==> src/rtl/rom_upload_pkg.sv <==
// Shared types and constants for the HPS upload read-back path.
package rom_upload_pkg;

   // Reader state machine.
   typedef enum logic [2:0] {
      ST_SYNC,
      ST_IDLE,
      ST_FETCH,
      ST_PREF,
      ST_DRAIN
   } state_t;

   // Byte returned for out-of-range or abandoned reads.
   localparam logic [7:0] FILL_BYTE = 8'hFF;

   // Word-tag width of the buffer entries; must match the SDRAM port address width.
   localparam int TAG_W = 23;

   // One buffered SDRAM word.
   typedef struct packed {
      logic             valid;
      logic [TAG_W-1:0] tag;
      logic [15:0]      data;
   } buf_entry_t;

endpackage

==> src/rtl/upload_word_buf.sv <==
// Two-entry word buffer: the current word and one prefetched word.
module upload_word_buf
   import rom_upload_pkg::*;
(
   input  logic             clk_mem,
   input  logic             reset,
   input  logic [TAG_W-1:0] look_tag,
   output logic             hit_cur,
   output logic             hit_nxt,
   output logic [15:0]      cur_data,
   output logic [15:0]      nxt_data,
   input  logic             fill_cur,
   input  logic             fill_nxt,
   input  logic [TAG_W-1:0] fill_tag,
   input  logic [15:0]      fill_data,
   input  logic             promote,
   input  logic             inv_cur,
   input  logic             inv_nxt,
   input  logic             inv_all
);

   buf_entry_t cur_q;
   buf_entry_t nxt_q;

   assign hit_cur  = cur_q.valid && (cur_q.tag == look_tag);
   assign hit_nxt  = nxt_q.valid && (nxt_q.tag == look_tag);
   assign cur_data = cur_q.data;
   assign nxt_data = nxt_q.data;

   // Entry update: invalidate-all wins, a promote and a prefetch fill may land together.
   always_ff @(posedge clk_mem or posedge reset) begin
      if (reset) begin
         cur_q <= '0;
         nxt_q <= '0;
      end else if (inv_all) begin
         cur_q.valid <= 1'b0;
         nxt_q.valid <= 1'b0;
      end else begin
         if (fill_cur) begin
            cur_q <= '{valid: 1'b1, tag: fill_tag, data: fill_data};
         end else if (promote) begin
            cur_q <= nxt_q;
         end else if (inv_cur) begin
            cur_q.valid <= 1'b0;
         end

         if (fill_nxt) begin
            nxt_q <= '{valid: 1'b1, tag: fill_tag, data: fill_data};
         end else if (promote || inv_nxt) begin
            nxt_q.valid <= 1'b0;
         end
      end
   end

endmodule

==> src/rtl/rom_upload_reader.sv <==
// Upload read-back engine: serves ioctl_rd bytes from an SDRAM toggle-handshake port.
module rom_upload_reader
   import rom_upload_pkg::*;
#(
   parameter int                ADDR_W  = 25,
   parameter int                PORT_AW = 23,
   parameter logic [ADDR_W-1:0] LIMIT   = 25'h1C320,
   parameter int                TIMEOUT = 255
) (
   input  logic               clk_mem,
   input  logic               reset,
   input  logic               ioctl_upload,
   input  logic               ioctl_rd,
   input  logic [ADDR_W-1:0]  ioctl_addr,
   output logic [7:0]         ioctl_din,
   output logic               ioctl_wait,
   output logic               port_req,
   input  logic               port_ack,
   output logic [PORT_AW-1:0] port_a,
   output logic [1:0]         port_ds,
   output logic               port_we,
   input  logic [15:0]        port_q,
   output logic               timeout_err
);

   localparam int CNT_W = $clog2(TIMEOUT + 1);

   state_t             state;
   logic [CNT_W-1:0]   cnt;
   logic               pend;
   logic [ADDR_W-1:0]  dem_addr;

   logic               ack_match;
   logic               rd_ok;
   logic               in_range;
   logic               rd_miss;
   logic               rd_promote;
   logic               tmo;
   logic [PORT_AW-1:0] rd_tag;
   logic [PORT_AW-1:0] rd_tag_inc;
   logic [PORT_AW-1:0] ack_tag_inc;

   logic               hit_cur;
   logic               hit_nxt;
   logic [15:0]        cur_data;
   logic [15:0]        nxt_data;
   logic               fill_cur;
   logic               fill_nxt;
   logic               promote;
   logic               inv_cur;
   logic               inv_nxt;
   logic               inv_all;

   function automatic logic [7:0] sel_byte(input logic [15:0] w, input logic hi);
      return hi ? w[15:8] : w[7:0];
   endfunction

   // A prefetch is only worth issuing if its word starts inside the uploadable region.
   function automatic logic pref_ok(input logic [PORT_AW-1:0] tag);
      return ADDR_W'({tag, 1'b0}) < LIMIT;
   endfunction

   assign port_ds     = 2'b11;
   assign port_we     = 1'b0;
   assign ack_match   = (port_ack == port_req);
   // A read arriving while one is already waiting (or mid-FETCH) is ignored.
   assign rd_ok       = ioctl_rd && ioctl_upload && !ioctl_wait &&
                        ((state == ST_IDLE) || (state == ST_PREF));
   assign in_range    = ioctl_addr < LIMIT;
   assign rd_tag      = ioctl_addr[PORT_AW:1];
   assign rd_tag_inc  = rd_tag + PORT_AW'(1);
   assign ack_tag_inc = port_a + PORT_AW'(1);
   assign rd_miss     = rd_ok && in_range && !hit_cur && !hit_nxt;
   assign rd_promote  = rd_ok && in_range && !hit_cur && hit_nxt;
   assign tmo         = (cnt == CNT_W'(TIMEOUT));

   upload_word_buf u_buf (
      .clk_mem   (clk_mem),
      .reset     (reset),
      .look_tag  (rd_tag),
      .hit_cur   (hit_cur),
      .hit_nxt   (hit_nxt),
      .cur_data  (cur_data),
      .nxt_data  (nxt_data),
      .fill_cur  (fill_cur),
      .fill_nxt  (fill_nxt),
      .fill_tag  (port_a),
      .fill_data (port_q),
      .promote   (promote),
      .inv_cur   (inv_cur),
      .inv_nxt   (inv_nxt),
      .inv_all   (inv_all)
   );

   // Buffer commands derived from the current state and this cycle's events.
   always_comb begin
      fill_cur = 1'b0;
      fill_nxt = 1'b0;
      inv_cur  = 1'b0;
      inv_nxt  = 1'b0;
      inv_all  = !ioctl_upload;
      promote  = rd_promote;
      case (state)
         ST_FETCH: if (ioctl_upload) begin
            if (ack_match)  fill_cur = 1'b1;
            else if (tmo)   inv_cur  = 1'b1;
         end
         ST_PREF: if (ioctl_upload) begin
            if (ack_match)  fill_nxt = 1'b1;
            else if (tmo)   inv_nxt  = 1'b1;
         end
         default: ;
      endcase
   end

   // Reader FSM with registered ioctl and port outputs.
   always_ff @(posedge clk_mem or posedge reset) begin
      if (reset) begin
         state       <= ST_SYNC;
         port_req    <= 1'b0;
         port_a      <= '0;
         ioctl_din   <= 8'h00;
         ioctl_wait  <= 1'b0;
         timeout_err <= 1'b0;
         cnt         <= '0;
         pend        <= 1'b0;
         dem_addr    <= '0;
      end else begin
         // Reads answered without touching the port.
         if (rd_ok) begin
            if (!in_range)    ioctl_din <= FILL_BYTE;
            else if (hit_cur) ioctl_din <= sel_byte(cur_data, ioctl_addr[0]);
            else if (hit_nxt) ioctl_din <= sel_byte(nxt_data, ioctl_addr[0]);
         end

         case (state)
            ST_SYNC: begin
               port_req <= port_ack;
               state    <= ST_IDLE;
            end

            ST_IDLE: begin
               if (rd_miss) begin
                  port_req   <= ~port_req;
                  port_a     <= rd_tag;
                  cnt        <= '0;
                  dem_addr   <= ioctl_addr;
                  ioctl_wait <= 1'b1;
                  state      <= ST_FETCH;
               end else if (rd_promote && pref_ok(rd_tag_inc)) begin
                  port_req <= ~port_req;
                  port_a   <= rd_tag_inc;
                  cnt      <= '0;
                  state    <= ST_PREF;
               end
            end

            ST_FETCH: begin
               if (!ioctl_upload) begin
                  ioctl_wait <= 1'b0;
                  pend       <= 1'b0;
                  state      <= ST_DRAIN;
               end else if (ack_match) begin
                  ioctl_din  <= sel_byte(port_q, dem_addr[0]);
                  ioctl_wait <= 1'b0;
                  if (pref_ok(ack_tag_inc)) begin
                     port_req <= ~port_req;
                     port_a   <= ack_tag_inc;
                     cnt      <= '0;
                     state    <= ST_PREF;
                  end else begin
                     state <= ST_IDLE;
                  end
               end else if (tmo) begin
                  timeout_err <= 1'b1;
                  ioctl_din   <= FILL_BYTE;
                  ioctl_wait  <= 1'b0;
                  port_req    <= port_ack;
                  state       <= ST_IDLE;
               end else begin
                  cnt <= cnt + CNT_W'(1);
               end
            end

            ST_PREF: begin
               if (!ioctl_upload) begin
                  ioctl_wait <= 1'b0;
                  pend       <= 1'b0;
                  state      <= ST_DRAIN;
               end else if (ack_match) begin
                  if (pend) begin
                     port_req <= ~port_req;
                     port_a   <= dem_addr[PORT_AW:1];
                     cnt      <= '0;
                     pend     <= 1'b0;
                     state    <= ST_FETCH;
                  end else if (rd_miss) begin
                     port_req   <= ~port_req;
                     port_a     <= rd_tag;
                     cnt        <= '0;
                     dem_addr   <= ioctl_addr;
                     ioctl_wait <= 1'b1;
                     state      <= ST_FETCH;
                  end else begin
                     state <= ST_IDLE;
                  end
               end else if (tmo) begin
                  timeout_err <= 1'b1;
                  port_req    <= port_ack;
                  state       <= ST_IDLE;
                  if (pend) begin
                     ioctl_din  <= FILL_BYTE;
                     ioctl_wait <= 1'b0;
                     pend       <= 1'b0;
                  end
               end else begin
                  cnt <= cnt + CNT_W'(1);
                  if (rd_miss) begin
                     pend       <= 1'b1;
                     dem_addr   <= ioctl_addr;
                     ioctl_wait <= 1'b1;
                  end
               end
            end

            ST_DRAIN: begin
               if (ack_match) state <= ST_IDLE;
            end

            default: state <= ST_IDLE;
         endcase
      end
   end

endmodule

==> config.mk <==
export PLATFORM = sky130hd
export DESIGN_NAME = rom_upload_reader
export DESIGN_NICKNAME = d
export VERILOG_FILES = /design/src/rtl/rom_upload_pkg.sv /design/src/rtl/upload_word_buf.sv /design/src/rtl/rom_upload_reader.sv
export SDC_FILE = /design/constraint.sdc
export NUM_CORES = 1
export LEC_CHECK = 0
export CORE_ASPECT_RATIO = 0.75
export CORE_UTILIZATION = 53
export DETAILED_ROUTE_END_ITERATION = 12
export PLACE_DENSITY = 0.85
export SLEW_MARGIN = 10
export SYNTH_ARGS = -nofsm -noshare
export SYNTH_HDL_FRONTEND = slang
export SYNTH_HIERARCHICAL = 1
export SYNTH_SLANG_ARGS = --single-unit
==> constraint.sdc <==
create_clock -name clk_mem -period 3.15 [get_ports clk_mem]
set_input_delay 0.63 -clock clk_mem [delete_from_list [all_inputs] [get_ports clk_mem]]
set_output_delay 0.63 -clock clk_mem [all_outputs]
set_load 0.05 [all_outputs]
* Word level (Yosys, flattened, before mapping)
Index checks and enable logic that the tools add are counted. Widths: inputs -> output; s select.
Word-level totals: bits in registers 151, bits of input ports 46, output and inout port bits 37, word-level logic and storage cells 180
Cells by class: $add $sub $neg 3, order comparisons 3, equality and inequality tests 27, multiplexer cells 98, bitwise operators 2, reduce and logical (&&, ||, !) cells 32
Operators by type and width (number):
- $mux 23 | 9
- $mux 8 | 24
- $mux 25 | 5
- $pmux 23 s3 | 1
- $pmux 25 s2 | 1
- $lt 24x17->1 const B | 2
- $add 23x1->23 const B | 2
- $eq 23x23->1 | 2
- $mux 40 | 1
- $mux 1 | 39
- $mux 39 | 1
- $lt 25x17->1 const B | 1
- $mux 3 | 8
- $pmux 8 s3 | 1
- $pmux 8 s2 | 1
- $ne 2x2->1 const B | 7
- $ne 3x3->1 const B | 4
- $ne 4x4->1 const B | 3
- $pmux 3 s4 | 1
- $reduce_and 4->1 | 3
- $reduce_and 6->1 | 2
- $logic_and 1x1->1 | 10
- $ne 5x5->1 const B | 2
- $add 8x1->8 const B | 1
- other kinds (23) | 34

* Logic depth before layout (Yosys ltp)
Gate-level depths: netlist of run 1.
depth in word-level cells 11, mapped depth 13, mapped depth without buffers 11

* Modules after synthesis
Netlist of run 1, hierarchy kept.
By module, submodules not included:
- rom_upload_reader | instances 1, cells an instance 693, area an instance 5664.2 um^2, seq. area each 1751.7 um^2
- upload_word_buf | instances 1, cells an instance 356, area an instance 4159.0 um^2, seq. area each 2001.9 um^2

* Worst setup path before layout of run 1
No wires, ideal clock.
path kind register -> register, start point register port_a[0], end point register cnt[5], library setup time 0.077 ns, data arrival time 3.639 ns, setup slack -0.566 ns, stages on the path, launching flop included 12, buffers on the path 1, path through dfrtp_1 -> ha_1 -> nand4_4 -> or4_4 -> o31a_1 -> nor4_4 -> nand3_2 -> o221a_4 -> or3_4 -> buf_6 -> or3_1 -> a21oi_1
Between the ends: cells in the longest elaborated chain, start to end 4
Ends and longest elaborated chain:
- from (decl) | RTL line rom_upload_reader.sv:19 | output logic [PORT_AW-1:0] port_a,
- from (signal assigned) | RTL line rom_upload_reader.sv:145 | port_a <= rd_tag;
- from (signal assigned) | RTL line rom_upload_reader.sv:152 | port_a <= rd_tag_inc;
- from (signal assigned) | RTL line rom_upload_reader.sv:168 | port_a <= ack_tag_inc;
- $add 23x1->23 | RTL line rom_upload_reader.sv:72 | assign ack_tag_inc = port_a + PORT_AW'(1);
- $lt 24x17->1 | RTL line rom_upload_reader.sv:60 | return ADDR_W'({tag, 1'b0}) < LIMIT;
- $ne 3x3->1 (no source line)
- $reduce_and 6->1 (no source line)
- to (signal assigned) | RTL line rom_upload_reader.sv:181 | cnt <= cnt + CNT_W'(1);
- to (signal assigned) | RTL line rom_upload_reader.sv:217 | cnt <= cnt + CNT_W'(1);
- to (decl) | RTL line rom_upload_reader.sv:29 | logic [CNT_W-1:0] cnt;
Every way passes these cells. A chain may end at the register's enable or synchronous reset.

* Worst setup path after layout of run 1
start point register port_a[0], end point register port_req
Between the ends: cells in the longest elaborated chain, start to end 4
Ends and longest elaborated chain:
- $add 23x1->23 | RTL line rom_upload_reader.sv:72
- $lt 24x17->1 | RTL line rom_upload_reader.sv:60
- $ne 3x3->1 (no source line)
- $reduce_and 6->1 (no source line)
- to (signal assigned) | RTL line rom_upload_reader.sv:138 | port_req <= port_ack;
- to (signal assigned) | RTL line rom_upload_reader.sv:144 | port_req <= ~port_req;
- to (signal assigned) | RTL line rom_upload_reader.sv:151 | port_req <= ~port_req;
- to (decl) | RTL line rom_upload_reader.sv:17 | output logic port_req,
Every way passes these cells.

==> out/qor.yml, run 1 <==
timing:
  worstMarginPinSlew_ns: 0.787
  fmax_ghz: 0.302
  maxSlewHeadroom_pct: 47.2
  fin_worst_skew_ns: 0.0118
  hold_viol_final: 0
  period_needed_ns: 3.32
  setup-violations-final: 24
  fin_crit_sh_pct: 105
  maxSlewViolCount: 0
  rsz0062_at_grt: "true"
  setup_ws_ns: -0.166
worst_setup_path:
  start_kind: "flip-flop"
  end_kind: "flip-flop"
  cp.arrival_ns: 3.62
  crit_type: "reg2reg"
  critical_path.max_fanout: 3
  required_ns: 3.46
drt:
  wl_um: 32400
  drt_iter0_markers: 1487
  dr_total_vias: 9369
  viasPerCell: 6.50
  ant_nets: 0
  wl_per_cell_um: 22.4
  drc: 0
  dr.pass1.iters: 6
clocking:
  cts-root-buf: "clkbuf_16"
  h-tree-depth: 4
  cts.sinks: 150
  tritoncts: "done"
  clk_latency_ns: 0.43
  ctsLongestPathBuffers: 2
  cts_made_buffers: 17
  clkSlewWorstSetupHoldPaths_ns: 0.06
floorplanning:
  pin_count: 83
  fp-row-count: 42
  die_height_um: 120
  die_w_um: 159
  dieArea_um2: 19100
  core_um2: 17900
  start_util_pct: 55.0
global_route:
  antenna_found_initial: 2
  gr-total-overflow: 0
  grt.total_usage_pct: 32.6
  grt_pass1_wl_um: 48000
  grt_pass1_vias: 8848
  grt_max_degree: 81
synthesis:
  syn_avg_cell_area_um2: 9.36
  ys_warn_count: 6
  async_flop_share_pct: 100
  yosysSeqAreaShare_pct: 38.2
  synth_edf_count: 0
  synth_cell_type_count: 79
  netlist_area_um2: 9820
  synthTopCellsByCount: "dfrtp_1, nand2_1, o21ai_0, mux2i_1, nor2_1"
  netlist_top_cells_area: "dfrtp_1, mux2i_1, mux2_2"
  syn_inst: 1049
  yosys.area.top_type_share_pct: 38.2
  synth_most_common_cell: "dfrtp_1"
  synth_seq_cells: 150
  synth_top_cell_by_area: "dfrtp_1"
  synth_ff_type: "dfrtp_1"
cells_and_area:
  regArea_um2: 3770
  final_nets: 1237
  area_growth_pct: 26.8
  layout.cells.non_filler: 1442
  drive_gt1_share_pct: 26.7
  multi_input_area_um2: 5700
  fill_cells: 1254
status:
  violations: "setup timing"
  status: "complete, but fails checks"
placed_design:
  place_hpwl_um: 21400
  placed_cells: 1398
  gp_routability_congestion: 1.01
  pre_cts_ws_ns: -0.598
  numPortBuffers: 79
hold_path:
  hp-class: "in2async"
power_and_ir_drop:
  peakVddDrop_mv: 0.859
  powerDensity_nw_per_um2: 825
  leakagePower_nw: 5.28
job:
  maxCapViolCount: 0
==> logic make-up (layout without fill, tap and decap cells) <==
family / after synthesis / after routing / synth area share (%)
other cells: 2 / 4 / 0.0765
compound gates: 227 / 227 / 14.3
fa+ha+maj: 5 / 5 / 0.637
buf+inv: 124 / 273 / 7.53
mux: 139 / 139 / 15.4
xor+xnor: 83 / 83 / 7.40
flops: 150 / 150 / 38.2
simple gates: 319 / 319 / 16.5
==> power breakdown <==
| part | switching (W) | internal [W] |
|---|---|---|
| clock | 0.000871 | 0.00133 |
| combinational | 0.00300 | 0.00198 |
| sequential | 0.000606 | 0.00248 |
==> layer usage <==
metal	GRT usage (%)	wire [um]	up-vias
met3	9.61	4040	134
met5	0	15	-
met4	12.4	1270	2
li1	-	-	3992
met1	44.4	12700	4517
met2	49.2	14300	724
==> cells in the final DEF, fill, tap and decap left out, types with 8 or more instances in the layout <==
cell	Yosys	layout
xor2_2	0	12
xor2_1	45	31
dlygate4sd2_1	0	10
clkdlybuf4s50_1	0	62
and2_1	10	10
inv_1	16	14
mux2_4	10	10
mux2i_1	75	75
a211oi_1	15	14
a31oi_1	12	12
clkbuf_16	0	17
a22oi_1	9	9
nor4_1	17	10
nor2_1	65	63
nor3_1	16	13
o21ai_1	8	21
dfrtp_2	0	10
o21ai_0	81	68
nand3_1	27	26
dfrtp_1	150	140
mux2_2	54	54
xnor2_1	38	38
nand2_1	107	105
o22ai_1	8	8
and3_1	10	10
a21oi_1	48	44
buf_4	44	132
nand4_1	22	22
==> flip-flops by register name, summed over array words and instances (netlist names) <==
| name | cells |
|---|---|
| u_buf/nxt_q | 24 |
| port_req | 1 |
| u_buf/cur_data | 16 |
| dem_addr | 24 |
| pend | 1 |
| state | 3 |
| u_buf/cur_q | 24 |
| ioctl_din | 8 |
| ioctl_wait | 1 |
| u_buf/nxt_data | 16 |
| cnt | 8 |
| timeout_err | 1 |
| port_a | 23 |
==> worst paths after layout <==
check | from | endpoint | slack, ns | depth (start not counted)
worst max-delay path | port_a[0]$_DFFE_PP0P_ | port_req$_DFFE_PP0P_ | -0.17 | 10
worst min-delay path | reset | dem_addr[8]$_DFFE_PP0P_ | 0.42 | 2
worst max register to register | port_a[0]$_DFFE_PP0P_ | port_req$_DFFE_PP0P_ | -0.17 | 10
worst min register to register | u_buf/cur_data[2]$_DFFE_PP0P_ | u_buf/cur_data[2]$_DFFE_PP0P_ | 0.49 | 2
max in group asynchronous | reset | port_a[11]$_DFFE_PP0P_ | 1.90 | 3
min in group clk_mem | u_buf/cur_data[2]$_DFFE_PP0P_ | u_buf/cur_data[2]$_DFFE_PP0P_ | 0.49 | 2
==> layout make-up <==
class | instances | area share (%)
Clock inverter | 14 | 1.59
Tap cell | 242 | 2.43
Clock buffer | 18 | 3.45
Inverter | 16 | 0.492
Timing Repair Buffer | 225 | 16.0
Multi-Input combinational cell | 776 | 45.8
Antenna cell | 1 | 0.0201
Sequential cell | 150 | 30.2
==> worst max-delay path, cell delays in order, from the launching register on <==
cell and delay, ns:
dfrtp_2 0.38, ha_4 0.16, nand4_4 0.15, nor4_1 0.44
nand4_1 0.20, a211oi_1 0.49, nand3_2 0.20, o31ai_2 0.23
nor3_1 0.10, a2111oi_2 0.45, mux2_2 0.39
==> what timing repair did <==
item | 4_1_cts | 5_1_grt
gates resized for setup | 27 | 54
setup endpoints to repair | 67 | 33
hold buffers | 0 | 0
pin swaps | 12 | 24
buffers inserted | 3 | 8
hold endpoints to repair | 0 | 0
==> metrics by stage <==
stage / hold WS (ns) / area (um2) / TNS, ns / total power, W / util [%]
3_3_place_gp: 0.462 / 11400 / -37.13 / 0.00740 / 63.7
5_1_grt: 0.421 / 12500 / -2.76 / 0.0107 / 69.7
6_report: 0.419 / 12500 / -1.38 / 0.0103 / 69.7
2_1_floorplan: 0.450 / 9900 / -0.816 / 0.00617 / -
3_5_place_dp: 0.470 / 11400 / -40.71 / 0.00758 / 63.7
4_1_cts: 0.419 / 12100 / 0 / 0.00990 / 67.8
No activity file was read; power rests on OpenSTA's default activity.
==> run 2: changes to the inputs <==
==> constraint.sdc (replaced) <==
create_clock -name clk_mem -period 3.15 [get_ports clk_mem]
set_input_delay 0.4725 -clock clk_mem [delete_from_list [all_inputs] [get_ports clk_mem]]
set_output_delay 0.4725 -clock clk_mem [all_outputs]
set_load 0.05 [all_outputs]
==> run 2 against run 1 <==
  * The run now ends clean
  * Clock skew shrank 0.0045 ns
  * First-iteration DRC count down 22%
  * Global-route usage down 1.0 points
  * Power fell by 3.3%
  * Cell area is 2.8% lower
  * Critical path type is now in2reg
==> out/qor.yml, run 2 (synthesized netlist as in run 1, its figures left out) <==
cells_and_area:
  fill_cells: 1313  # +4.7%
  antenna_cells: 0  # -1
  final_cell_mix: "dfrtp_1, buf_4, nand2_1"
  final_nets: 1219  # -1.5%
  final_util_pct: 67.8  # -1.9 points
  area_growth_pct: 23.3
  postLayoutCellArea_um2: 12100  # -2.8%
  drive_gt1_share_pct: 23.6  # -3.1 points
  final_common_cell: "dfrtp_1"
  layout_top_registers: "dem_addr x24, u_buf/cur_q x24, u_buf/nxt_q x24"
floorplanning:
  core_um2: 17900  # unchanged
  pin_count: 83  # unchanged
  start_util_pct: 55.0  # unchanged
  die_w_um: 159  # unchanged
  fp-row-count: 42  # unchanged
  dieArea_um2: 19100  # unchanged
  die_height_um: 120  # unchanged
timing:
  maxSlewViolCount: 0  # unchanged
  maxSlewHeadroom_pct: 50.7  # +3.6 points
  rsz0062_at_grt: "true"
  fin_worst_skew_ns: 0.00728  # -0.00454 ns
  setup_ws_ns: 0.00675  # +0.172 ns
  hold_viol_final: 0  # unchanged
  fin_crit_sh_pct: 99.8  # -5.5 points
  worstMarginPinSlew_ns: 0.732  # -0.0550 ns
  fmax_ghz: 0.318  # +5.5%
  period_needed_ns: 3.14  # -0.172 ns
  finalSetupTns_ns: 0  # +1.38 ns
  holdWs_ns: 0.475  # +0.0555 ns
  setup-violations-final: 0  # -100%
clocking:
  cts-root-buf: "clkbuf_16"
  tritoncts: "done"
  clkSlewWorstSetupHoldPaths_ns: 0.06  # about the same
  h-tree-depth: 4  # unchanged
  cts.sinks: 150  # unchanged
  cts_made_buffers: 17  # unchanged
  ctsLongestPathBuffers: 2  # unchanged
  clk_latency_ns: 0.43  # about the same
global_route:
  grt.total_usage_pct: 31.6  # -1.0 points
  gr-total-overflow: 0  # unchanged
  grt_max_degree: 79  # -2.5%
  antenna_found_initial: 0  # -2
  grt_pass1_vias: 8505  # -3.9%
  grt_pass1_wl_um: 46400  # -3.4%
power_and_ir_drop:
  power_switching_w: 0.00426  # -4.9%
  powerDensity_nw_per_um2: 820  # -0.61%
  swShare_pct: 42.9  # -0.72 points
  internal_power_w: 0.00567  # -2.1%
  pwr-share-clk_pct: 20.9  # -0.6 points
  peakVddDrop_mv: 0.703  # -18%
  comb_power_share_pct: 48.3  # -0.2 points
  leakagePower_nw: 5.13  # -2.9%
  seqPwrFrac_pct: 30.7  # +0.7 points
drt:
  wl_um: 29900  # -7.6%
  wl_per_cell_um: 21.0  # -6.3%
  drt_iter0_markers: 1165  # -22%
  viasPerCell: 6.28  # -3.3%
  dr_total_vias: 8930  # -4.7%
  drc: 0  # unchanged
  dr.pass1.iters: 7  # +1
  ant_nets: 0  # unchanged
job:
  maxCapViolCount: 0  # unchanged
worst_setup_path:
  cp_slowest_cell: "clkdlybuf4s50_1"
  critical_path.max_fanout: 7  # +4
  critPathTopFamily: "simple AND/OR/NAND/NOR gates"
  path_cells: "clkdlybuf4s50_1 -> xor2_1 -> nor4_1 -> nand4_1 -> nor3_4 -> nor3b_2 -> a21oi_4 -> or3_4 -> or3_1 -> a21oi_1"
  slowest_delay_ns: 0.57  # +0.08 ns
  required_ns: 3.50  # +0.04 ns
  critical_path_buf_inv_count: 1  # +1
  start_kind: "input port"
  crit_type: "in2reg"
  cp.arrival_ns: 3.50  # -0.12 ns
  end_kind: "flip-flop"
placed_design:
  place_hpwl_um: 20600  # -3.6%
  placed_area_um2: 11300  # -0.99%
  gp_routability_congestion: 0.992  # -2.2%
  numPortBuffers: 79  # unchanged
  pre_cts_ws_ns: -0.477  # +0.122 ns
hold_path:
  hp-class: "in2async"
status:
  status: "finished clean"
## run 2: cell types whose count changed in the layout (fill, tap and decap cells not counted), sizes merged, moves of 2 or more
cell           before  now
buf               146  127
clkdlybuf4s50      62   74
clkbuf             18   20
dlymetal6s2s        7    5
dlygate4sd2        10    0
## run 2: worst paths after layout
path / slack [ns] / endpoint / startpoint / cells past startpoint
max in group asynchronous: 1.97 / u_buf/nxt_data[0]$_DFFE_PP0P_ / reset / 3
worst max-delay path: 0.007 / cnt[6]$_DFFE_PP0P_ / ioctl_addr[13] / 10
worst min-delay path: 0.47 / u_buf/nxt_q[16]$_DFFE_PP0P_ / reset / 2
worst max register to register: 0.04 / port_a[18]$_DFFE_PP0P_ / port_a[0]$_DFFE_PP0P_ / 11
min in group clk_mem: 0.48 / u_buf/cur_data[0]$_DFFE_PP0P_ / u_buf/cur_data[0]$_DFFE_PP0P_ / 2
worst min register to register: 0.48 / u_buf/cur_data[0]$_DFFE_PP0P_ / u_buf/cur_data[0]$_DFFE_PP0P_ / 2
## run 2: what timing repair did
action | CTS | global route
resized for setup | 7 | 27
hold buffers | 0 | 0
endpoints found under the setup margin | 20 | 32
pin swaps | 12 | 7
setup buffers | 7 | 1
## run 2: layer usage
metal | part of all wire (%) | wire length (um) | track usage (%) | up-vias
met5 | 0 | 0 | 0 | -
met4 | 2.4 | 705 | 9.44 | 0
li1 | - | - | - | 3962
met3 | 12 | 3550 | 8.75 | 79
met2 | 44 | 13100 | 47.6 | 590
met1 | 42 | 12600 | 44.4 | 4299
## run 2: per-stage QoR
step	power, W	std cells
detailed placement	0.00748	1383
finish	0.00993	1422
global route	0.0104	1422
CTS	0.00971	1421
floorplan	0.00617	1050
global placement	0.00735	1383
## run 2: cell type report
class / count / area (um2) / area share (%)
Multi-Input combinational cell: 776 / 5550 / 45.8
Sequential cell: 150 / 3770 / 31.1
Timing Repair Buffer: 207 / 1850 / 15.3
Clock buffer: 19 / 433 / 3.57
Tap cell: 242 / 303 / 2.50
Clock inverter: 12 / 154 / 1.27
Inverter: 16 / 61.3 / 0.506
## run 2: power groups by stage
stage          Sequential (W)  Clock [W]  Combinational (W)
2_1_floorplan         0.00353          0            0.00264
3_3_place_gp          0.00301          0            0.00434
3_5_place_dp          0.00304          0            0.00443
4_1_cts               0.00302    0.00209            0.00460
5_1_grt               0.00310    0.00217            0.00508
6_report              0.00305    0.00208            0.00480
